==> src/rtl/rr_arb_pkg.sv <==
// Shared constants, FSM state type and circular priority search for rr_mux_arbiter.
package rr_arb_pkg;
  localparam int N            = 16;
  localparam int SELW         = 4;
  localparam int MAX_HOLD_DEF = 4;

  typedef enum logic {
    IDLE  = 1'b0,
    GRANT = 1'b1
  } state_t;

  typedef struct packed {
    logic            found;
    logic [SELW-1:0] idx;
  } pick_t;

  // First set bit of req walking ptr, ptr+1, ... with wrap.
  // The loop walks from the far end so the nearest hit is written last.
  function automatic pick_t rr_pick(input logic [N-1:0] req, input logic [SELW-1:0] ptr);
    pick_t           r;
    logic [SELW-1:0] lane;
    r = '0;
    for (int i = N-1; i >= 0; i--) begin
      lane = ptr + SELW'(i);
      if (req[lane]) begin
        r.found = 1'b1;
        r.idx   = lane;
      end
    end
    return r;
  endfunction
endpackage

==> src/rtl/mux16_w.sv <==
// W-bit 16:1 select mux, purely combinational.
module mux16_w
  import rr_arb_pkg::*;
#(
  parameter int W = 1
) (
  input  logic [N*W-1:0]  x,
  input  logic [SELW-1:0] sel,
  output logic [W-1:0]    y
);
  logic [N-1:0][W-1:0] w_lane;

  assign w_lane = x;
  assign y      = w_lane[sel];
endmodule

==> src/rtl/rr_mux_arbiter.sv <==
// Round-robin arbiter sequencing 16 lanes onto one valid/ready channel with a per-grant beat cap.
// Optional RR_ARB_LOCK_EN adds a lock input that suspends the beat cap while high.
module rr_mux_arbiter
  import rr_arb_pkg::*;
#(
  parameter int W        = 1,
  parameter int MAX_HOLD = MAX_HOLD_DEF
) (
  input  logic            clk,
  input  logic            rst,
  input  logic [N-1:0]    req,
  input  logic [N*W-1:0]  x,
  input  logic            ready,
  output logic            valid,
  output logic [W-1:0]    y,
  output logic [SELW-1:0] sel,
  output logic [N-1:0]    gnt,
  output logic            busy
`ifdef RR_ARB_LOCK_EN
  ,
  input  logic            lock
`endif
);
  localparam int            HW        = $clog2(MAX_HOLD + 1);
  localparam logic [HW-1:0] HOLD_LAST = HW'(MAX_HOLD - 1);

  state_t          r_state;
  logic [SELW-1:0] r_ptr;
  logic [SELW-1:0] r_sel;
  logic [HW-1:0]   r_hold;

  logic            w_grant;
  logic            w_valid;
  logic            w_xfer;
  logic            w_cap;
  logic            w_last;
  logic            w_release;
  logic [SELW-1:0] w_next_ptr;
  pick_t           w_pick_idle;
  pick_t           w_pick_rel;
  logic [N-1:0]    w_onehot;

`ifdef RR_ARB_LOCK_EN
  assign w_cap = ~lock;
`else
  assign w_cap = 1'b1;
`endif

  assign w_grant    = (r_state == GRANT);
  assign w_valid    = w_grant & req[r_sel];
  assign w_xfer     = w_valid & ready;
  assign w_last     = w_xfer & w_cap & (r_hold == HOLD_LAST);
  // A req drop and a final beat on the same edge are one release.
  assign w_release  = w_grant & (~req[r_sel] | w_last);
  assign w_next_ptr = r_sel + SELW'(1);

  assign w_pick_idle = rr_pick(req, r_ptr);
  assign w_pick_rel  = rr_pick(req, w_next_ptr);

  always_comb begin
    w_onehot        = '0;
    w_onehot[r_sel] = 1'b1;
  end

  always_ff @(posedge clk or posedge rst) begin
    if (rst) begin
      r_state <= IDLE;
      r_ptr   <= '0;
      r_sel   <= '0;
      r_hold  <= '0;
    end else begin
      case (r_state)
        IDLE: begin
          if (w_pick_idle.found) begin
            r_sel   <= w_pick_idle.idx;
            r_hold  <= '0;
            r_state <= GRANT;
          end
        end
        GRANT: begin
          if (w_release) begin
            r_ptr <= w_next_ptr;
            if (w_pick_rel.found) begin
              r_sel  <= w_pick_rel.idx;
              r_hold <= '0;
            end else begin
              r_state <= IDLE;
            end
          end else if (w_xfer && (r_hold != HOLD_LAST)) begin
            // Saturates at HOLD_LAST, which only matters while lock holds the grant.
            r_hold <= r_hold + HW'(1);
          end
        end
        default: r_state <= IDLE;
      endcase
    end
  end

  assign valid = w_valid;
  assign busy  = w_grant;
  assign sel   = r_sel;
  assign gnt   = w_grant ? w_onehot : '0;

  mux16_w #(.W(W)) u_ymux (
    .x   (x),
    .sel (r_sel),
    .y   (y)
  );
endmodule

==> config.mk <==
export PLATFORM = sky130hd
export DESIGN_NAME = rr_mux_arbiter
export DESIGN_NICKNAME = d
export VERILOG_FILES = /design/src/rtl/rr_arb_pkg.sv /design/src/rtl/mux16_w.sv /design/src/rtl/rr_mux_arbiter.sv
export SDC_FILE = /design/constraint.sdc
export NUM_CORES = 1
export LEC_CHECK = 0
export ABC_AREA = 0
export CAP_MARGIN = 20
export CORE_UTILIZATION = 40
export CTS_CLUSTER_DIAMETER = 200
export DETAILED_ROUTE_END_ITERATION = 6
export GPL_TIMING_DRIVEN = 0
export PLACE_DENSITY = 0.66
export SLEW_MARGIN = 20
export SYNTH_ARGS = -nofsm -noshare
export SYNTH_HDL_FRONTEND = slang
export SYNTH_SLANG_ARGS = --single-unit
==> constraint.sdc <==
create_clock -name clk -period 4.8 [get_ports clk]
set_input_delay 1.2 -clock clk [delete_from_list [all_inputs] [get_ports clk]]
set_output_delay 1.2 -clock clk [all_outputs]
set_load 0.03 [all_outputs]
# After elaboration in Yosys (flattened, before gate mapping)
# Index checks and enable logic that the tools add are counted.
totals:
  wordCells: 205
  reg_bits: 12
  output_inout_bits: 23
  input_bits: 35
op_classes:
  mux: 116
  n_lt_le_gt_ge: 34
  n_addsub: 32
  n_reduce_logical: 5
  eq_ne: 7
  bitwise: 7
op_table:
  columns: ["operator", "n"]
  rows:
  - ["$lt 4x5->1 const B", 33]
  - ["$mux 5", 32]
  - ["$bmux 1 s4", 34]
  - ["$add 4x4->4 const B", 16]
  - ["$mux 1", 38]
  - ["$add 4x3->4 const B", 8]
  - ["$add 4x2->4 const B", 4]
  - ["$mux 16", 1]
  - ["$add 4x1->4 const B", 3]
  - ["$mux 3", 4]
  - ["$mux 4", 3]
  - ["$pmux 4 s2", 1]
  - ["$ne 3x2->1 const B", 2]
  - ["$pmux 3 s2", 1]
  - ["$reduce_and 3->1", 2]
  - ["$and 1x1->1", 4]
  - ["$demux 1 s4", 1]
  - ["$ge 4x1->1 const B", 1]
  - ["$ne 2x1->1 const B", 2]
  - ["$add 3x1->3 const B", 1]
  - ["$eq 3x2->1 const B", 1]
  - ["$ne 3x1->1 const B", 1]
  - ["$logic_and 1x1->1", 2]
  - ["$ne 2x2->1 const B", 1]
  - ["4 further kinds", 5]

# Logic depth before layout (Yosys ltp)
depth:
  depth_word: 23
  mapped_depth: 18
  mapped_depth_nobuf: 13

# Hierarchy
# From an unflattened synthesis, not the netlist that was laid out.
hier_totals:
  hier_cells: 666
  area_unflattened_um2: 5541.6
by_module_without_submodules:
  columns: ["module", "cells_each", "seq_area_each_um2", "n_inst", "area_each_um2"]
  rows:
  - ["rr_mux_arbiter", 659, 300.3, 1, 5406.4]
  - ["mux16_w", 7, 0.0, 1, 135.1]

# Worst setup path before layout
# No wires, ideal clock.
synth_timing:
  path_kind: "register to register"
  startpoint: "register r_sel[0] (netlist: sel[0])"
  endpoint: "register r_sel[0] (netlist: sel[0])"
  synth_period_minus_slack_ns: 4.092
  path_slack_ns: 0.708
  path_stages_with_launch: 16
  path_buffers: 3
  t_arrival_ns: 3.967
  setup_time_ns: 0.125
  required_ns: 4.675
  path_cell_list: "dfrtp_1 > buf_6 > buf_4 > inv_2 > ha_1 > buf_4 > inv_2 > o31ai_1 > nor3_4 > xnor2_1 > mux4_2 > a21boi_1 > a2111oi_0 > a211o_1 > a311oi_2 > mux2_4"
synth_between:
  elab_chain_len: 23
  word_cells_on_any_way: 78
  classes_between: "16 x add/sub; 2 x eq/ne; 53 x mux; 6 x bitwise; 1 x reduce/logical"
synth_lines:
  columns: ["item", "line_no", "rtl"]
  rows:
  - ["from (decl)", "rr_mux_arbiter.sv:29", "logic [SELW-1:0] r_sel;"]
  - ["from (signal assigned)", "rr_mux_arbiter.sv:75", "r_sel <= w_pick_idle.idx;"]
  - ["from (signal assigned)", "rr_mux_arbiter.sv:84", "r_sel <= w_pick_rel.idx;"]
  - ["$add 4x1->4 (*)", "rr_mux_arbiter.sv:55", "assign w_next_ptr = r_sel + SELW'(1);"]
  - ["net w_next_ptr[0]", "rr_mux_arbiter.sv:38", "logic [SELW-1:0] w_next_ptr;"]
  - ["$add 4x4->4", "rr_arb_pkg.sv:24", "lane = ptr + SELW'(i);"]
  - ["$bmux 1 s4", "rr_arb_pkg.sv:25", "if (req[lane]) begin"]
  - ["$mux 1 (not written as such)", "rr_arb_pkg.sv:25", null]
  - ["$mux 5 (15 in series)", "rr_arb_pkg.sv:25", null]
  - ["$mux 5 (*)", "rr_arb_pkg.sv:25", null]
  - ["$mux 4", "rr_mux_arbiter.sv:83", "if (w_pick_rel.found) begin"]
  - ["$mux 4", "rr_mux_arbiter.sv:81", "if (w_release) begin"]
  - ["$pmux 4 s2", "rr_mux_arbiter.sv:72", "case (r_state)"]
# The timed path passes the listed nets; every way through them passes the cells marked *. The select of a mux whose other input is x is not followed.
# A chain may end at the register's enable or synchronous reset.

# Final worst setup path
layout_timing:
  startpoint: "input port req[11]"
  endpoint: "output port valid"
layout_between:
  elab_chain_len: 3
layout_lines:
  columns: ["item", "line_no", "rtl"]
  rows:
  - ["from (decl)", "rr_mux_arbiter.sv:11", "input logic [N-1:0] req,"]
  - ["$bmux 1 s4", "rr_mux_arbiter.sv:50", "assign w_valid = w_grant & req[r_sel];"]
  - ["$mux 1 (not written as such)", "rr_mux_arbiter.sv:50", null]
  - ["$and 1x1->1", "rr_mux_arbiter.sv:50", null]
  - ["to (decl)", "rr_mux_arbiter.sv:14", "output logic valid,"]
# Every way passes these cells. The select of a mux whose other input is x is not followed.

==> results.md <==
- The total wire length after detailed routing is 20.7 mm.
- The netlist uses 90 different library cells.
- The port buffer count is 57.
- The cell count after synthesis is 656.
- The maximum number of pins on one net before global-route repair is 13.
- The largest area contributor in the netlist is mux4_2.
- In the final layout, the share of cells above drive strength 1 is 18.4%.
- STA classifies the critical path startpoint as an input port.
- The cts-stage hold buffer count is 0.
- After detailed placement, the design holds a cell count of just under 900.
- The element type at the critical path end is an output port.
- The number of clock buffers inserted by TritonCTS is 3.
- The highest net fanout along the worst path is 8.
- The number of pins with negative max-slew slack in the final report is 0.
- The setup slack of the most critical reg-to-reg path is 0.22 ns.
- The synthesized area per cell is 8.21 um^2.
- The share of the clock period used by the worst path after layout is 96.4%.
- The number of hold violations in the final report is 0.
- The half-perimeter wire length after placement is approximately 16 mm.
- The first detailed-routing pass ran for 5 iterations.
- The most used flip-flop cell after synthesis is dfrtp_1.
- The largest buffer count on any clock path is 2.
- The via count of the first global-routing pass is 5,751.
- Walking the worst path, the cells encountered are clkdlybuf4s50_1 -> mux4_2 -> mux4_2 -> nand2_1 -> inv_1 -> dlygate4sd2_1.
- Data on the critical path arrives at its endpoint at 3.43 ns.
- After the flow finishes, the layout carries non-filler instances totaling 893.
- Ranked by instance count, the synthesized netlist is headed by nand2_1, nor2_1, mux2i_1, mux4_2, a21oi_1.
- The number of maximum-capacitance constraint violations is 0.
- Yosys attributes the largest share of cell area to mux4_2, mux2i_1, dfrtp_1.
- The via density per instance is 6.73.
- Clock-pin slew was measured on the worst setup and hold paths at 0.05 ns.
- For the pin with the worst max-slew slack, the measured transition is 0.840 ns.
- The most instantiated library cell after synthesis is nand2_1.
- TritonCTS built the clock tree.
- The cell area that synthesis handed to floorplanning was 5390 um^2.
- The setup slack of the critical path after layout is 0.174 ns.
- The number of antenna violations at the first check in global routing was 1.
- The run finished with clean final reports.
- By startpoint and endpoint, the worst setup path is classified as input port to output port.
- The total via count in the routed design is around 6.0k.
- The vertical die dimension is 118 um.
- The count of flip-flops with a built-in enable after synthesis is 0.
- After detailed routing, the average wire length per cell comes to 23.2 um.
- The worst pin sits at a relative slew slack of 44.0%.
- The violation count after the first detailed-routing iteration is approximately 600.
- In this run the core area contains 42 standard-cell rows.
- For the final database, setup skew stands at 0.000648 ns.
- The starting density of the core is between 40% and 50%.
- The horizontal die dimension is 118 um.
- Timing analysis after detailed placement gives a worst setup slack of -0.395 ns.
- The dominant cell type by count on the critical path is mux4_2.
- The sequential fraction of the synthesis area is 5.58%.
- The root buffer cell is clkbuf_16.
- The peak clock frequency supported by timing is 216 MHz.
- The worst endpoint required time is 3.60 ns.
- Setup violations remaining at the end of the flow were counted as 0.
- The top-area cell type share of the netlist area is 18.4%.
- During synthesis, Yosys emitted a total of 0 warnings.
- Clock latency on the worst-skew pair, taken at its later pin, is between 0.2 and 0.25 ns.
- At the end of routability-driven placement, the weighted congestion stood at about 1.
- The total overflow left after global routing is 0.
- CTS built an H-tree with a depth of 1.
- The slowest stage of the critical path belongs to the cell clkdlybuf4s50_1.
- The delay of the slowest cell on the worst path is 0.59 ns.
- The number of antenna-violating nets in the routed design is 0.
- The clock sink count is 12.
- The number of storage elements in the synthesis netlist is 12.
- The synthesis-to-finish area growth is 17.5%.
- The net count of the finished layout is 766.
- The total area inside the core boundary comes to 13,200 um^2.
- After synthesis, the share of flip-flops with an asynchronous set or reset is 100%.
- After clock tree synthesis, the setup repair step added 0 buffers.
- The aggregate global-route resource usage is 29.4%.
- For this run, design rule violations remaining after detail routing come to 0.
- Setup repair after global routing left no endpoint under its margin.
- The path category of the worst min-delay check is register to register.
- The time the final worst path needs with I/O delays and setup is around 4.6 ns.
- Counting every net in the synthesized netlist gives about 710.
- Pin placement for this block handled 58 I/O pins.
- The die covers 13,900 um^2.
- The first global-routing pass estimated 32.1 mm of wire.
-- sequential cells by signal, summed over array words and instances, names as in the netlist --
| name | cells |
|---|---|
| busy | 1 |
| r_hold | 3 |
| r_ptr | 4 |
| sel | 4 |
-- what timing repair did --
item / CTS / global route
pin swaps: 0 / 0
resized for setup: 5 / 15
setup endpoints to repair: 6 / 7
-- final timing paths --
| path | from | end | cells past startpoint |
|---|---|---|---|
| max in group asynchronous | rst | sel[0] | 2 |
| min in group asynchronous | rst | sel[3] | 2 |
| hold / removal | r_hold[2] | r_hold[2] | 2 |
| setup reg to reg | r_ptr[1] | sel[0] | 14 |
| setup / recovery | req[11] | valid | 6 |
| hold reg to reg | r_hold[2] | r_hold[2] | 2 |
-- critical path: cells and delay by family --
family / cells / cell delay (ns)
buffers and inverters: 3 / 1.03
multiplexers: 2 / 1.08
AND/OR/NAND/NOR: 1 / 0.12
-- area by class of cell --
type	count	area, um^2
Timing Repair Buffer	57	569
Multi-Input combinational cell	579	4800
Clock buffer	4	88.8
Sequential cell	12	302
Inverter	28	105
Buffer	36	236
Antenna cell	1	2.50
Tap cell	176	220
Fill cell	1335	6860
-- metrics by stage --
step	setup TNS (ns)	cell area, um^2	hold WS (ns)	utilization (%)
2_1_floorplan	0	5390	0.450	-
3_3_place_gp	-0.758	6180	0.470	46.8
3_5_place_dp	-0.825	6180	0.481	46.8
4_1_cts	0	6270	0.491	47.5
5_1_grt	0	6330	0.510	48.0
6_report	0	6330	0.485	48.0
-- layout by cell type (no fill, tap or decap), types with 6 or more instances in the layout --
cell	n
mux2i_1	41
and2_1	8
nand4_1	6
dfrtp_1	11
and3_1	16
buf_2	8
nor2_1	61
a21oi_1	36
nand2b_1	8
inv_1	23
a211oi_1	11
a31oi_1	7
clkdlybuf4s50_1	56
o21ai_1	10
mux2_2	18
clkbuf_1	10
nor3_1	10
mux4_2	44
o211ai_1	9
ha_1	13
o31ai_1	7
nand3_1	19
nand2_1	79
xnor2_1	15
buf_4	6
o21ai_0	31
-- layer usage --
metal / routed length [um] / track usage [%] / vias up
met4: 561 / 9.54 / 0
met2: 9350 / 47.0 / 408
li1: - / - / 2676
met3: 2210 / 5.04 / 37
met1: 8580 / 40.1 / 2889
met5: 0 / 0 / -
-- kinds of logic after synthesis --
| kind of cell | after synthesis | synth area share, % |
|---|---|---|
| and+or+nand+nor | 236 | 21.2 |
| AOI/OAI and AO/OA | 188 | 24.5 |
| muxes | 113 | 32.9 |
| buffers and inverters | 65 | 6.37 |
| xor gates and xnor gates | 28 | 6.20 |
| adders and majority gates | 14 | 3.25 |
| DFF | 12 | 5.58 |
Power is left out: the tool's default activity adds up to more than one toggle a clock period on the data nets, which glitch-free logic cannot reach.
==> RTL edit (same flow settings) <==
The option `RR_ARB_LOCK_EN` is turned on by a define.
--- a/src/rtl/rr_mux_arbiter.sv
+++ b/src/rtl/rr_mux_arbiter.sv
@@ -1,5 +1,7 @@
 // Round-robin arbiter sequencing 16 lanes onto one valid/ready channel with a per-grant beat cap.
 // Optional RR_ARB_LOCK_EN adds a lock input that suspends the beat cap while high.
+`define RR_ARB_LOCK_EN
+
 module rr_mux_arbiter
   import rr_arb_pkg::*;
 #(
Ports: changed (added lock); port bits go from 58 to 59. No check against the original RTL was run, so the function may have changed too.
==> RTL edit against the unedited design <==
  * Global-route usage fell by 0.61 points
  * Cell area rose by 0.59%
  * Clock skew rose by 0.0018 ns
  * Sequential cell count did not move
  * Synthesized cell count fell by 2.9%
  * Worst setup slack got worse by 0.048 ns
  * Via count fell by 2.6%
  * Utilization rose by 1.9 points
  * Sequential share of layout area barely moved
  * Routed wire length fell by 5.6%
  * Synthesized area fell by 1.8%
  * Critical endpoint is now sel[1]
  * Largest cell class unchanged
Power is not shown: default switching activity piles up to over one toggle a cycle in this logic, so the estimate is an artifact.
==> RTL edit: results (changes against the unedited design) <==
clock_tree:
  cts_buffers: 3  # unchanged
  cts_root_buffer: "clkbuf_16"
  cts_buffer_depth: 2  # unchanged
  clk_latency_ns: 0.24  # about the same
  path_clk_slew_ns: 0.04
  htree_levels: 1  # unchanged
routing:
  wl_um: 19600  # -5.6%
  viasPerCell: 6.69  # -0.57%
  drt-pass1-iter-count: 5  # unchanged
  vias: 5855  # -2.6%
  drt_iter0_drc: 677  # +12%
synthesis:
  syn_area_per_cell_um2: 8.30  # +1.1%
  synthesis.nets: 687  # -2.6%
  yosys-top-cells-count: "mux2i_1 (67), nand2_1 (55), nor2_1 (55), mux4_2 (51), a21oi_1 (37)"
  synth.top_cells.by_area: "mux4_2 (22%), mux2i_1 (13%), mux2_2 (6.0%)"
  ys_seq_area_share_pct: 5.68  # +0.10 points
  netlist.area_leader.share_pct: 21.7  # +3.3 points
  synth_warnings: 0  # unchanged
  synthArstFlopShare_pct: 100  # unchanged
  synth_cell_type_count: 73  # -19%
  yosys_most_used_dff: "dfrtp_1"
global_route:
  grt_first_pass_wirelength_um: 30400  # -5.2%
  grt_pass1_vias: 5695  # -0.97%
  antenna_found_initial: 0  # -1
  grt_max_degree: 13  # unchanged
  globalRouteMet1Util_pct: 37.4  # -2.8 points
  met2_usage_pct: 49.0  # +2.0 points
  grtUsageTotal_pct: 28.8  # -0.61 points
  grt_use_met3_pct: 3.09  # -1.9 points
timing:
  worstMarginPinSlew_ns: 0.976  # +0.137 ns
  final-setup-viol-count: 0  # unchanged
  finClkSkew_ns: 0.00246  # +0.00181 ns
cells_and_area:
  postLayoutCellArea_um2: 6370  # +0.59%
  layout.nets: 754  # -1.6%
  diodes: 0  # -1
  fillers: 1236  # -7.4%
  drive_gt1_share_pct: 20.3  # +1.9 points
setup_path:
  arrival_ns: 4.83  # +1.40 ns
  crit_family: "compound AO/OA/AOI/OAI gates"
  max_stage_delay_ns: 0.48  # -0.11 ns
  cp_max_fo: 10  # +2
  crit_slowest_cell: "or3b_2"
place:
  post_dp_cell_area_um2: 6090  # -1.5%
  dp.cells: 867  # -2.5%
  gp_congestion: 0.968  # -3.4%
  dpl_worst_slack_ns: -0.871  # -0.477 ns
  io_buffers: 58  # +1.8%
  place_hpwl_um: 14900  # -9.4%
run_status:
  status: "finished clean"
min_path:
  hp-class: "flop to flop"
## RTL edit: worst reg2reg max path, cell delays in order (launching register included)
cell and delay (ns):
dfrtp_2 0.42, buf_4 0.22, clkbuf_4 0.26, buf_4 0.24, inv_1 0.16, ha_1 0.40, clkbuf_4 0.23, or3b_2 0.49
mux2i_1 0.28, o221ai_4 0.24, mux2i_2 0.30, nor2_1 0.10, o41a_1 0.38, o221a_2 0.28, a211oi_1 0.27, o211ai_1 0.17
a21oi_1 0.17
## RTL edit: stage by stage
stage | setup TNS [ns] | util (%) | hold WS [ns]
floorplan | 0 | - | 0.449
global placement | -3.75 | 47.6 | 0.460
detailed placement | -4.42 | 47.6 | 0.483
CTS | 0 | 48.6 | 0.492
global route | -0.0203 | 49.8 | 0.519
finish | 0 | 49.8 | 0.484
## RTL edit: area by class of cell
class	instances	area (um2)	share of cell area, %
Multi-Input combinational cell	560	4820	75.8
Buffer	42	213	3.34
Sequential cell	12	303	4.76
Timing Repair Buffer	63	638	10.0
Inverter	22	85.1	1.34
Clock buffer	4	88.8	1.40
Tap cell	172	215	3.38
## RTL edit: worst paths after layout
kind / from / end / slack, ns / cells past startpoint
worst min-delay path: r_hold[2] / r_hold[2] / 0.48 / 2
min in group asynchronous: rst / r_hold[0] / 1.29 / 2
worst max register to register: sel[0] / sel[1] / 0.13 / 16
worst max-delay path: sel[0] / sel[1] / 0.13 / 16
max in group asynchronous: rst / sel[0] / 3.16 / 2
worst min register to register: r_hold[2] / r_hold[2] / 0.48 / 2
## RTL edit: cell families (layout without fill, tap and decap cells)
| kind of cell | count (synthesis) | after routing | synth area share (%) |
|---|---|---|---|
| compound gates | 171 | 171 | 22.1 |
| xor+xnor | 19 | 19 | 3.15 |
| fa+ha+maj | 14 | 14 | 3.31 |
| buf+inv | 65 | 131 | 5.06 |
| flops | 12 | 12 | 5.68 |
| mux | 148 | 148 | 41.3 |
| simple gates | 208 | 208 | 19.4 |
## RTL edit: what timing repair did
action,in CTS,in global routing
gates cloned,0,0
hold buffers,0,0
endpoints found under the hold margin,0,0
setup buffers,0,5
pin swaps,0,1
resized for setup,16,46
endpoints found under the setup margin,9,6
## RTL edit: per-layer routing
layer	up-vias	share of wire (%)	wire length (um)
met5	-	0	0
met4	0	4.0	781
met3	76	7.3	1440
met2	324	49	9530
met1	2843	40	7810
li1	2612	-	-
